[src/rtl/corevx_tlb_assoc.sv]
// ============================================================================
// corevx_tlb_assoc : set-associative TLB with registered resolve, dedup write,
//                    per-set round-robin replacement and invalidate-all sweep
// Revision 1.0 - initial release
// ============================================================================
`default_nettype none

module corevx_tlb_assoc #(
  parameter int ENTRIES_W = 4,
  parameter int WAYS_W    = 1,
  parameter int VPN_W     = 20,
  parameter int PPN_W     = 22,
  parameter int ATAG_W    = 8
) (
  input  logic                                clk,
  input  logic                                rst,
  input  logic [1:0]                          command,
  output logic                                cmd_ready,
  input  logic [VPN_W-1:0]                    virtual_address,
  input  logic [VPN_W-1:0]                    virtual_address_w,
  input  logic [ATAG_W-1:0]                   accesstag_w,
  input  logic [PPN_W-1:0]                    phys_w,
  output logic                                resolve_done,
  output logic                                hit,
  output logic [((WAYS_W > 0) ? WAYS_W : 1)-1:0] hit_way,
  output logic [ATAG_W-1:0]                   accesstag_r,
  output logic [PPN_W-1:0]                    phys_r
);

  localparam int ENTRIES = 1 << ENTRIES_W;
  localparam int WAYS    = 1 << WAYS_W;
  localparam int TAG_W   = VPN_W - ENTRIES_W;
  localparam int HW_W    = (WAYS_W > 0) ? WAYS_W : 1;

  localparam logic [1:0] CMD_RESOLVE = 2'b01;
  localparam logic [1:0] CMD_WRITE   = 2'b10;
  localparam logic [1:0] CMD_INVAL   = 2'b11;

  typedef enum logic [0:0] {
    S_IDLE  = 1'b0,
    S_INVAL = 1'b1
  } state_t;

  state_t                 state_q, state_d;
  logic [ENTRIES_W-1:0]   sweep_q, sweep_d;
  logic [WAYS-1:0]        valid_q [ENTRIES];
  logic [WAYS-1:0]        valid_d [ENTRIES];
  logic [HW_W-1:0]        rr_q    [ENTRIES];
  logic [HW_W-1:0]        rr_d    [ENTRIES];

  logic                   resolve_done_q, resolve_done_d;
  logic                   hit_q, hit_d;
  logic [HW_W-1:0]        hit_way_q, hit_way_d;
  logic [ATAG_W-1:0]      accesstag_q, accesstag_d;
  logic [PPN_W-1:0]       phys_q, phys_d;

  // Payload arrays carry no reset; only the valid bits gate their use.
  logic [ATAG_W-1:1]      attrs_mem [WAYS][ENTRIES];
  logic [TAG_W-1:0]       vtag_mem  [WAYS][ENTRIES];
  logic [PPN_W-1:0]       ppn_mem   [WAYS][ENTRIES];

  logic [ENTRIES_W-1:0]   r_set, w_set;
  logic [TAG_W-1:0]       r_tag, w_tag;
  logic                   lk_hit;
  logic [HW_W-1:0]        lk_way;
  logic                   wm_found, wi_found, use_rr, mem_we;
  logic [HW_W-1:0]        wm_way, wi_way, victim, rr_next;

  assign r_set = virtual_address[ENTRIES_W-1:0];
  assign r_tag = virtual_address[VPN_W-1:ENTRIES_W];
  assign w_set = virtual_address_w[ENTRIES_W-1:0];
  assign w_tag = virtual_address_w[VPN_W-1:ENTRIES_W];

  assign cmd_ready    = (state_q == S_IDLE);
  assign resolve_done = resolve_done_q;
  assign hit          = hit_q;
  assign hit_way      = hit_way_q;
  assign accesstag_r  = accesstag_q;
  assign phys_r       = phys_q;

  // Descending scans so the lowest-index candidate wins.
  always_comb begin
    lk_hit = 1'b0;
    lk_way = '0;
    for (int w = WAYS - 1; w >= 0; w--) begin
      if (valid_q[r_set][w] && (vtag_mem[w][r_set] == r_tag)) begin
        lk_hit = 1'b1;
        lk_way = HW_W'(w);
      end
    end
  end

  always_comb begin
    wm_found = 1'b0;
    wm_way   = '0;
    wi_found = 1'b0;
    wi_way   = '0;
    for (int w = WAYS - 1; w >= 0; w--) begin
      if (valid_q[w_set][w] && (vtag_mem[w][w_set] == w_tag)) begin
        wm_found = 1'b1;
        wm_way   = HW_W'(w);
      end
      if (!valid_q[w_set][w]) begin
        wi_found = 1'b1;
        wi_way   = HW_W'(w);
      end
    end
    use_rr  = !wm_found && !wi_found;
    victim  = wm_found ? wm_way : (wi_found ? wi_way : rr_q[w_set]);
    rr_next = (rr_q[w_set] == HW_W'(WAYS - 1)) ? '0 : rr_q[w_set] + 1'b1;
  end

  always_comb begin
    state_d        = state_q;
    sweep_d        = sweep_q;
    valid_d        = valid_q;
    rr_d           = rr_q;
    resolve_done_d = 1'b0;
    hit_d          = hit_q;
    hit_way_d      = hit_way_q;
    accesstag_d    = accesstag_q;
    phys_d         = phys_q;
    mem_we         = 1'b0;
    case (state_q)
      S_IDLE: begin
        case (command)
          CMD_RESOLVE: begin
            resolve_done_d = 1'b1;
            hit_d          = lk_hit;
            hit_way_d      = lk_hit ? lk_way : '0;
            accesstag_d    = lk_hit ? {attrs_mem[lk_way][r_set], 1'b1} : '0;
            phys_d         = lk_hit ? ppn_mem[lk_way][r_set] : '0;
          end
          CMD_WRITE: begin
            mem_we                  = 1'b1;
            valid_d[w_set][victim]  = accesstag_w[0];
            if (use_rr) begin
              rr_d[w_set] = rr_next;
            end
          end
          CMD_INVAL: begin
            state_d = S_INVAL;
            sweep_d = '0;
          end
          default: ;
        endcase
      end
      S_INVAL: begin
        valid_d[sweep_q] = '0;
        rr_d[sweep_q]    = '0;
        sweep_d          = sweep_q + 1'b1;
        if (sweep_q == ENTRIES_W'(ENTRIES - 1)) begin
          state_d = S_IDLE;
        end
      end
      default: state_d = S_IDLE;
    endcase
  end

  always_ff @(posedge clk or posedge rst) begin
    if (rst) begin
      state_q        <= S_IDLE;
      sweep_q        <= '0;
      for (int i = 0; i < ENTRIES; i++) begin
        valid_q[i] <= '0;
        rr_q[i]    <= '0;
      end
      resolve_done_q <= 1'b0;
      hit_q          <= 1'b0;
      hit_way_q      <= '0;
      accesstag_q    <= '0;
      phys_q         <= '0;
    end else begin
      state_q        <= state_d;
      sweep_q        <= sweep_d;
      valid_q        <= valid_d;
      rr_q           <= rr_d;
      resolve_done_q <= resolve_done_d;
      hit_q          <= hit_d;
      hit_way_q      <= hit_way_d;
      accesstag_q    <= accesstag_d;
      phys_q         <= phys_d;
    end
  end

  always_ff @(posedge clk) begin
    if (mem_we) begin
      attrs_mem[victim][w_set] <= accesstag_w[ATAG_W-1:1];
      vtag_mem[victim][w_set]  <= w_tag;
      ppn_mem[victim][w_set]   <= phys_w;
    end
  end

endmodule

`default_nettype wire
[config.mk]
export PLATFORM = sky130hd
export DESIGN_NAME = corevx_tlb_assoc
export DESIGN_NICKNAME = d
export VERILOG_FILES = /design/src/rtl/corevx_tlb_assoc.sv
export SDC_FILE = /design/constraint.sdc
export NUM_CORES = 2
export LEC_CHECK = 0
export BUFFER_PORTS_ARGS = -buffer_cell sky130_fd_sc_hd__clkbuf_2
export CORE_MARGIN = 4
export CORE_UTILIZATION = 45
export CTS_CLUSTER_DIAMETER = 200
export DETAILED_ROUTE_END_ITERATION = 8
export GPL_TIMING_DRIVEN = 0
export PLACE_DENSITY = 0.62
export SETUP_SLACK_MARGIN = 0.15
export SYNTH_ARGS = -nofsm -noshare
export SYNTH_HDL_FRONTEND = slang
export SYNTH_SLANG_ARGS = --single-unit
[constraint.sdc]
create_clock -name clk -period 15.21 [get_ports clk]
set_input_delay 0 -clock clk [delete_from_list [all_inputs] [get_ports clk]]
set_output_delay 0 -clock clk [all_outputs]
set_load 0.1 [all_outputs]
==> run summary <==
CTS Buf Count - 156
clk root buf - clkbuf_16
status - complete, no violations
Final Net Count - 3,961
GR Overflow Total - 0
starting density of the core - 45.2%
Power Density - 123 nW/um^2
most common cell after layout, fill and taps aside - edfxtp_1
Core Util, Final - 52.4%
Core Area - 143,000 um^2
sequential area share after synthesis - 69.9%
worst hold path class - primary input to register
port bufs - 100
fill count - 11,400
Synth cell types - 80
synthesized netlist cell count - 3,495
clock net sink count - 1,525
gr usage total - 27.6%
Required @ worst endpoint - 15.70 ns
ys async rst share - 5.57%
Critical Path Start Type - primary input
Syn Std Cell Area - 64,900 um^2
Post-DP HPWL - 144 mm
first-pass GRT wire length - 293 mm
Tcrit/Tclk final - 45.4%
kind of end point of the critical path - register
area of the multi-input gates - 18,400 um^2
drt wl/cell - 35.3 um
Final setup viols - 0
Max Cap Viol - 0
RSZ-0062 raised after global routing - false
vias in the first global route - 38,200
initial antenna violation count - 8
die height - 388 um
share of cells above drive strength 1 - 25.9%
Clock Latency Late Sink - 0.81 ns
Core Rows - 139
measured slew at the worst slew-check pin - 1.49 ns
DR DRC count - 0
pre-CTS setup slack - 7.57 ns
Final TNS setup - 0 ns
placed insts - 5,576
Longest Clk Path Bufs - 3
post-route ant nets - 0
post_cts resized - 0
worst path arrival time - 7.39 ns
initial drt markers - 5,217
syn_area_per_cell - 18.6 um^2
Final Non-Filler Cells - 5,920
pin count of the biggest net entering global routing - 56
Ports - 108
VDD IR max - 144 uV
Vias/cell - 6.44
die area - 150,000 um^2
DIE WIDTH - 388 um
Setup Buffers After CTS - 0
Final Worst Setup Slack - 8.31 ns
H-tree depth - 4
main flop type after synthesis - edfxtp_1
drt first pass iters - 6
Peak Freq - 145 MHz
leading cell types in the layout, fill and taps excluded - 1,440 x edfxtp_1, 416 x mux4_2, 209 x nand2_1
post-synthesis register bit count - 1,525
Worst-path clk slew - 0.06 ns
TritonCTS clock tree - yes
via count - 38,100
min Tclk post-route - 6.90 ns
drt total wl - 209 mm
endpoints failing hold - 0
Setup Skew - 0.0281 ns
Hold Buf Count CTS - 52
EDFF count, synth - 1,440
syn_nets - 3,573
Final Max Slew Viols - 0
power consumption - 0.00922 W
leakage - 25.0 nW
Slew Limit Headroom - 0.829%
crit path max fanout - 19
Syn. warnings - 0
Register Area - 45,400 um^2
synthesis-to-finish area growth - 16.0%
CP Class - primary input to register
routability cong. - 0.932
## through the flow
stage,cell area [um^2],hold slack (ns)
global route,75200,0.0984
finish,75200,0.101
global placement,67800,0.390
floorplan,64900,0.0989
detailed placement,69600,0.0864
CTS,75200,0.00763
## registers in the layout, summed over array words and instances, names as in the netlist
signal	flops
accesstag_r	8
attrs_mem	224
hit_way	1
phys_r	22
ppn_mem	704
resolve_done	1
rr_q	16
state_q	1
sweep_q	4
valid_q	32
vtag_mem	512
## power by group
group	switching, W	internal [W]	leakage (nW)
Sequential	0.0000317	0.00464	14.1
Combinational	0.000467	0.000239	8.39
Clock	0.00165	0.00219	2.47
## final cells by class
class,count,share of cell area (%)
Timing Repair Buffer,230,3.48
Tap cell,1903,3.16
Inverter,45,0.231
Sequential cell,1525,60.3
Clock inverter,83,1.12
Multi-Input combinational cell,1699,24.5
Antenna cell,5,0.0166
Clock buffer,204,5.67
Buffer,226,1.56
## critical path, stage by stage
cell	delay, ns
clkbuf_1	0.44
clkbuf_1	0.84
clkbuf_1	0.84
mux4_2	0.41
mux4_2	0.49
xor2_1	0.18
nor4_1	0.96
nand4_1	0.33
a21boi_1	0.72
nand3_1	0.28
clkbuf_1	0.57
nor2_4	0.95
buf_12	0.29
## worst paths after layout
| path | slack, ns | endpoint | start | cells after the start |
|---|---|---|---|---|
| max in group asynchronous | 14.17 | accesstag_r[0]$_DFFE_PP0P_ | rst | 5 |
| worst min-delay path | 0.10 | accesstag_r[0]$_DFFE_PP0P_ | virtual_address[4] | 6 |
| min in group asynchronous | 0.38 | accesstag_r[2]$_DFFE_PP0P_ | rst | 4 |
| worst min register to register | 0.49 | phys_r[2]$_DFFE_PP0P_ | phys_r[2]$_DFFE_PP0P_ | 1 |
| worst max-delay path | 8.31 | ppn_mem[1][299]$_DFFE_PP_ | virtual_address_w[1] | 13 |
| worst max register to register | 9.15 | ppn_mem[1][299]$_DFFE_PP_ | vtag_mem[1][58]$_DFFE_PP_ | 10 |
## cells in the mapped netlist, drive strengths merged, types with 16 or more instances
master	count	share of area (%)
dfrtp	85	3.3
nor2b	20	0.19
inv	44	0.25
mux2	55	0.95
xor2	16	0.22
a31o	28	0.38
nor2	157	0.91
clkbuf	118	0.68
a22oi	33	0.38
a2111oi	27	0.37
nand2	209	1.2
a221oi	31	0.44
edfxtp	1440	67
a211o	58	0.78
o31ai	41	0.47
xnor2	36	0.50
nand3	37	0.29
a21oi	23	0.19
mux4	416	14
buf	108	1.1
a211oi	59	0.68
mux2i	175	2.7
o22ai	18	0.17
or3	33	0.32
o21ai	55	0.42
o211ai	40	0.46
## metal layers
metal  global-route usage, %  vias up  part of all wire (%)
met2                    44.4     2345                    48
met3                    5.37      489                   9.2
met4                    13.2        2                   5.2
met1                    36.6    20000                    37
met5                  0.0638        -                0.0048
li1                        -    15300                     -
## logic make-up after synthesis
kind of cell / after synthesis / share of synthesized area [%]
muxes: 646 / 18.1
DFF: 1525 / 69.9
and+or+nand+nor: 532 / 3.69
xor gates and xnor gates: 52 / 0.714
AOI/OAI and AO/OA: 465 / 5.42
adders and majority gates: 4 / 0.0772
buffers and inverters: 271 / 2.06
(Power assumes the default switching activity.)
